--- src/rtl/bist_pkg.sv ---
// rtl/bist_pkg.sv - shared types, widths and LFSR step for the BIST sequencer
package bist_pkg;

  typedef enum logic [2:0] {
    IDLE,
    LOAD,
    APPLY,
    COMPARE,
    DONE
  } bist_state_t;

  localparam int LFSR_W = 5;
  localparam int MISR_W = 8;
  localparam logic [MISR_W-1:0] MISR_POLY = 8'h1D;
  localparam int LFSR_TAP_A = 4;
  localparam int LFSR_TAP_B = 2;

  // XNOR feedback keeps all-zeros legal; all-ones is the lockup state.
  function automatic logic [LFSR_W-1:0] lfsr_next(input logic [LFSR_W-1:0] cur);
    return {cur[LFSR_W-2:0], ~(cur[LFSR_TAP_A] ^ cur[LFSR_TAP_B])};
  endfunction

endpackage

--- src/rtl/bist_controller_if.sv ---
// rtl/bist_controller_if.sv - run control and result bundle between test access logic and BIST
interface bist_controller_if;
  import bist_pkg::*;

  logic              start;
  logic              abort;
  logic              busy;
  logic              done;
  logic              pass;
  logic [MISR_W-1:0] signature;
  logic [LFSR_W-1:0] pattern_count;

  modport master (
    output start, abort,
    input  busy, done, pass, signature, pattern_count
  );

  modport slave (
    input  start, abort,
    output busy, done, pass, signature, pattern_count
  );

endinterface

--- src/rtl/bist_misr.sv ---
// rtl/bist_misr.sv - 8-bit multiple-input signature register compacting the 2-bit CUT response
module bist_misr
  import bist_pkg::*;
(
  input  logic              clk,
  input  logic              reset,
  input  logic              clear,
  input  logic              en,
  input  logic [1:0]        data,
  output logic [MISR_W-1:0] sig
);

  always_ff @(posedge clk) begin
    if (reset || clear) begin
      sig <= '0;
    end else if (en) begin
      sig <= {sig[MISR_W-2:0], 1'b0}
           ^ (sig[MISR_W-1] ? MISR_POLY : '0)
           ^ {{(MISR_W-2){1'b0}}, data};
    end
  end

endmodule

--- src/rtl/bist_controller.sv ---
// rtl/bist_controller.sv - BIST sequencer: seeds the LFSR, applies patterns to the CUT, checks the MISR signature
module bist_controller
  import bist_pkg::*;
#(
  parameter int                NUM_PATTERNS = 31,
  parameter logic [LFSR_W-1:0] SEED         = 5'b00000,
  parameter logic [MISR_W-1:0] GOLDEN_SIG   = 8'h00
) (
  input  logic               clk,
  input  logic               reset,
  bist_controller_if.slave   bus,
  input  logic [1:0]         cut_resp,
  output logic [LFSR_W-1:0]  test_vec
);

  localparam logic [LFSR_W-1:0] PAT_LAST = LFSR_W'(NUM_PATTERNS - 1);
  localparam logic [LFSR_W-1:0] PAT_MAX  = LFSR_W'(NUM_PATTERNS);

  bist_state_t       state;
  logic [LFSR_W-1:0] lfsr;
  logic [LFSR_W-1:0] count;
  logic              pass_q;
  logic [MISR_W-1:0] sig;
  logic              in_run;
  logic              misr_clear;
  logic              misr_en;

  assign in_run = (state == LOAD) || (state == APPLY) || (state == COMPARE);

  // An abort freezes the signature, so the MISR must not clear or shift on that cycle.
  assign misr_clear = (state == LOAD)  && !bus.abort;
  assign misr_en    = (state == APPLY) && !bus.abort;

  bist_misr u_misr (
    .clk   (clk),
    .reset (reset),
    .clear (misr_clear),
    .en    (misr_en),
    .data  (cut_resp),
    .sig   (sig)
  );

  always_ff @(posedge clk) begin
    if (reset) begin
      state  <= IDLE;
      lfsr   <= SEED;
      count  <= '0;
      pass_q <= 1'b0;
    end else if (bus.abort && in_run) begin
      state  <= IDLE;
      pass_q <= 1'b0;
    end else begin
      case (state)
        IDLE: begin
          if (bus.start) state <= LOAD;
        end
        LOAD: begin
          lfsr   <= SEED;
          count  <= '0;
          pass_q <= 1'b0;
          state  <= APPLY;
        end
        APPLY: begin
          lfsr <= lfsr_next(lfsr);
          if (count != PAT_MAX) count <= count + 1'b1;
          if (count == PAT_LAST) state <= COMPARE;
        end
        COMPARE: begin
          pass_q <= (sig == GOLDEN_SIG);
          state  <= DONE;
        end
        DONE: begin
          state <= IDLE;
        end
        default: begin
          state <= IDLE;
        end
      endcase
    end
  end

  assign test_vec          = lfsr;
  assign bus.busy          = in_run;
  assign bus.done          = (state == DONE);
  assign bus.pass          = pass_q;
  assign bus.signature     = sig;
  assign bus.pattern_count = count;

endmodule

--- src/flat_wrapper.sv ---
// flat-port wrapper written by rule: the top's interface ports become plain ports
module bist_controller_flat import bist_pkg::*;
#(
  parameter int                NUM_PATTERNS = 31,
  parameter logic [LFSR_W-1:0] SEED         = 5'b00000,
  parameter logic [MISR_W-1:0] GOLDEN_SIG   = 8'h00
)
  (clk, reset, cut_resp, test_vec, bus_start, bus_abort, bus_busy, bus_done, bus_pass, bus_signature, bus_pattern_count);
  bist_controller_if bus_i ();
  input  logic clk;
  input  logic reset;
  input  logic [1:0] cut_resp;
  output logic [LFSR_W-1:0] test_vec;
  input wire logic [$bits(bus_i.start)-1:0] bus_start;
  input wire logic [$bits(bus_i.abort)-1:0] bus_abort;
  output wire logic [$bits(bus_i.busy)-1:0] bus_busy;
  output wire logic [$bits(bus_i.done)-1:0] bus_done;
  output wire logic [$bits(bus_i.pass)-1:0] bus_pass;
  output wire logic [$bits(bus_i.signature)-1:0] bus_signature;
  output wire logic [$bits(bus_i.pattern_count)-1:0] bus_pattern_count;
  assign bus_i.start = bus_start;
  assign bus_i.abort = bus_abort;
  assign bus_busy = bus_i.busy;
  assign bus_done = bus_i.done;
  assign bus_pass = bus_i.pass;
  assign bus_signature = bus_i.signature;
  assign bus_pattern_count = bus_i.pattern_count;
  bist_controller #(.NUM_PATTERNS(NUM_PATTERNS), .SEED(SEED), .GOLDEN_SIG(GOLDEN_SIG)) u_core (.clk(clk), .reset(reset), .bus(bus_i), .cut_resp(cut_resp), .test_vec(test_vec));
endmodule
--- config.mk ---
export PLATFORM = sky130hd
export DESIGN_NAME = bist_controller_flat
export DESIGN_NICKNAME = d
export VERILOG_FILES = /design/src/rtl/bist_pkg.sv /design/src/rtl/bist_controller_if.sv /design/src/rtl/bist_misr.sv /design/src/rtl/bist_controller.sv /design/src/flat_wrapper.sv
export SDC_FILE = /design/constraint.sdc
export NUM_CORES = 1
export LEC_CHECK = 0
export ABC_AREA = 1
export BUFFER_PORTS_ARGS = -buffer_cell sky130_fd_sc_hd__buf_4
export CAP_MARGIN = 20
export CORE_MARGIN = 2
export CORE_UTILIZATION = 52
export CTS_CLUSTER_SIZE = 40
export DETAILED_ROUTE_END_ITERATION = 10
export PLACE_DENSITY_LB_ADDON = 0.25
export SYNTH_ARGS = -nofsm -noshare
export SYNTH_HDL_FRONTEND = slang
export SYNTH_HIERARCHICAL = 1
export SYNTH_SLANG_ARGS = --single-unit
--- constraint.sdc ---
create_clock -name clk -period 1.8 [get_ports clk]
set_input_delay 0.18 -clock clk [delete_from_list [all_inputs] [get_ports clk]]
set_output_delay 0.18 -clock clk [all_outputs]
set_load 0.005 [all_outputs]
==> qor.txt <==
Final setup vio count: 0
Arrival time worst endpoint: 1770 ps
First-pass DRT Iterations: 4
Fill count: 217
CP Depth: 8
Crit path max-delay cell type: dfxtp_1
Worst-Skew Late Latency: 300 ps
Element type at the critical path end: flop
PnR Total Power: 1.26 mW
PnR worst setup slack: 260 ps
Post_cts resized: 0
GR Overflow Total: 0
Gr usage total: 19.9%
Yosys reg bits: 22
Final Skew: 4.57 ps
Placed cell count: 223
Clock Path Buffers: 2
Final Max Slew Viols: 0
Synth area leader: dfxtp_1
Least-Margin Pin Slew: 284 ps
Leakage: 0.633 nW
Hold-critical path depth: 2
Sink Count: 22
Hold buffers post-CTS: 0
Fin cells: 226
Yosys warning total: 6
Max-slew headroom: 81.0%
Routing usage on met2: 33.3%
Max-cap violations: 0
Post-route ant nets: 0
Sequential area share after synthesis: 37.9%
Crit path max fanout: 6
Post-CTS setup buffer count: 0
First-pass GRT wire length: 3970 um
GP Congestion: 0.833
Routed wire length: 2380 um
F_max: 649 MHz
Share of the synthesized area in the top cell type: 37.9%
# IOs: 27
CP Launch Type: flop
Reg clk slew, reported paths: 110 ps
Sw Pwr: 0.462 mW
Data required, critical path: 2030 ps
Root buffer cell: clkbuf_4
M3 GR Usage: 4.68%
Row count: 17
Antenna diodes: 0
# port buffers: 26
CP delay by family, top: simple AND/OR/NAND/NOR gates
Die footprint: 0.00263 mm2
Comb power frac: 36.1%
Largest cells by area after synthesis: dfxtp_1, nand2_1, nor2_1
Post-DR vias/cell: 4.94
Die Wd: 51.3 um
Total vias in the final route: 1117
Reg2Reg Depth: 8
Cell Area, Synth: 0.00116 mm2
Clk pwr share: 16.9%
Area occupied by multi-input gates: 612 um2
Most common cell after layout, fill and taps aside: nand2_1
Sequential Area: 440 um2
Crit-path max cell delay: 440 ps
Final nets: 209
CP Class: flop to flop
Synth unique cells: 23
H-tree depth: 1
Syn Area/Cell: 6.83 um2
Final min period: 1540 ps
Net Count, Synth: 179
Hold Crit Class: primary input to flop
Internal cell power: 0.797 mW
Unrepaired setup endpoints after global routing: no
Sw frac: 36.7%
CP Cell Sequence: ha_1, nand2_1, nor2_1, ha_1, nand3_1, nand3_2, nand2_1, a21oi_1
Die height: 51.3 um
Largest net degree at the start of global routing: 20
Outcome: completed
Setup tns final: 0 ps
Power Dens Cells: 895 mW/mm2
Final instance area: 0.00141 mm2
Initial DRC count: 28
Vias in the first global route: 964
Top Usage Layer GRT: met2
Post-Syn Instances: 170
Final hold slack: 133 ps
M1 GR Usage: 24.5%
Hold Vio Cnt, Final: 0
Pre-CTS setup slack: 299 ps
Synthesis-to-finish area growth: 21.1%
Share of layout cells above drive strength 1: 24.7%
Core region area: 0.00217 mm2
Initial Util: 53.5%
Final Core Density: 64.8%
Sequential power share: 47.0%
Final clock period utilization by the worst path: 85.6%
Most frequent cells in the layout: nand2_1, buf_4, nor2_1
CP bufs+invs: 0
WL/cell: 10.5 um
Initial antenna violation count: 0
VDD IR max: 593 uV
Residual DRC count: 0
Placement-stage cell area: 0.00138 mm2
CTS buffer count: 3
Post-DP HPWL: 1830 um
CTS tree: done
-- cells in the mapped netlist (all sizes together) --
cell / count
a211oi: 1
a21oi: 14
buf: 1
clkbuf: 1
dfxtp: 22
ha: 3
inv: 25
nand2: 57
nand3: 12
nand4: 3
nor2: 27
nor3: 1
nor3b: 1
o21ai: 1
xnor2: 1
-- final cells by class --
| type | count | area share [%] |
|---|---|---|
| inverters | 25 | 6.67 |
| flip-flops and latches | 22 | 31.3 |
| repair buffers | 27 | 14.4 |
| clock buffers | 3 | 1.60 |
| well taps | 28 | 2.49 |
| multi-input cells | 121 | 43.5 |
-- flip-flops by register name (all words and copies together), names as in the netlist --
register and cells:
u_core/bus.pass 1, u_core/bus.pattern_count 5, u_core/state 3, u_core/test_vec 5
u_core/u_misr/sig 8
-- power groups by stage --
stage                     registers (mW)  logic (mW)  clock network [mW]
after floorplan                    0.597       0.322                   0
after global placement             0.601       0.444                   0
after detailed placement           0.604       0.454                   0
after CTS                          0.592       0.455               0.226
after global routing               0.601       0.510               0.245
final                              0.592       0.454               0.212
-- metal layers --
metal	vias to the layer above	share of wire, %
li1	585	-
met1	496	44
met2	32	49
met3	4	6.3
met4	0	1.1
met5	-	0
-- cells by family after synthesis --
group                    share of synthesized area, %
adder cells (fa/ha/maj)                          3.23
flip-flops                                       37.9
AO/OA/AOI/OAI                                    8.08
buffers and inverters                            9.37
AND/OR/NAND/NOR                                  40.6
XOR/XNOR                                        0.754
-- path summary, 6_finish.rpt --
| path | start | endpoint | slack, ps |
|---|---|---|---|
| setup / recovery | u_core/bus.pattern_count[0]$_SDFFE_PP0P_ | u_core/bus.pattern_count[0]$_SDFFE_PP0P_ | 260 |
| hold / removal | reset | u_core/bus.pattern_count[3]$_SDFFE_PP0P_ | 130 |
| setup reg to reg | u_core/bus.pattern_count[0]$_SDFFE_PP0P_ | u_core/bus.pattern_count[0]$_SDFFE_PP0P_ | 260 |
| hold reg to reg | u_core/bus.pass$_SDFFE_PP0P_ | u_core/bus.pass$_SDFFE_PP0P_ | 470 |
Note: power is estimated with default switching activity, not from simulation.
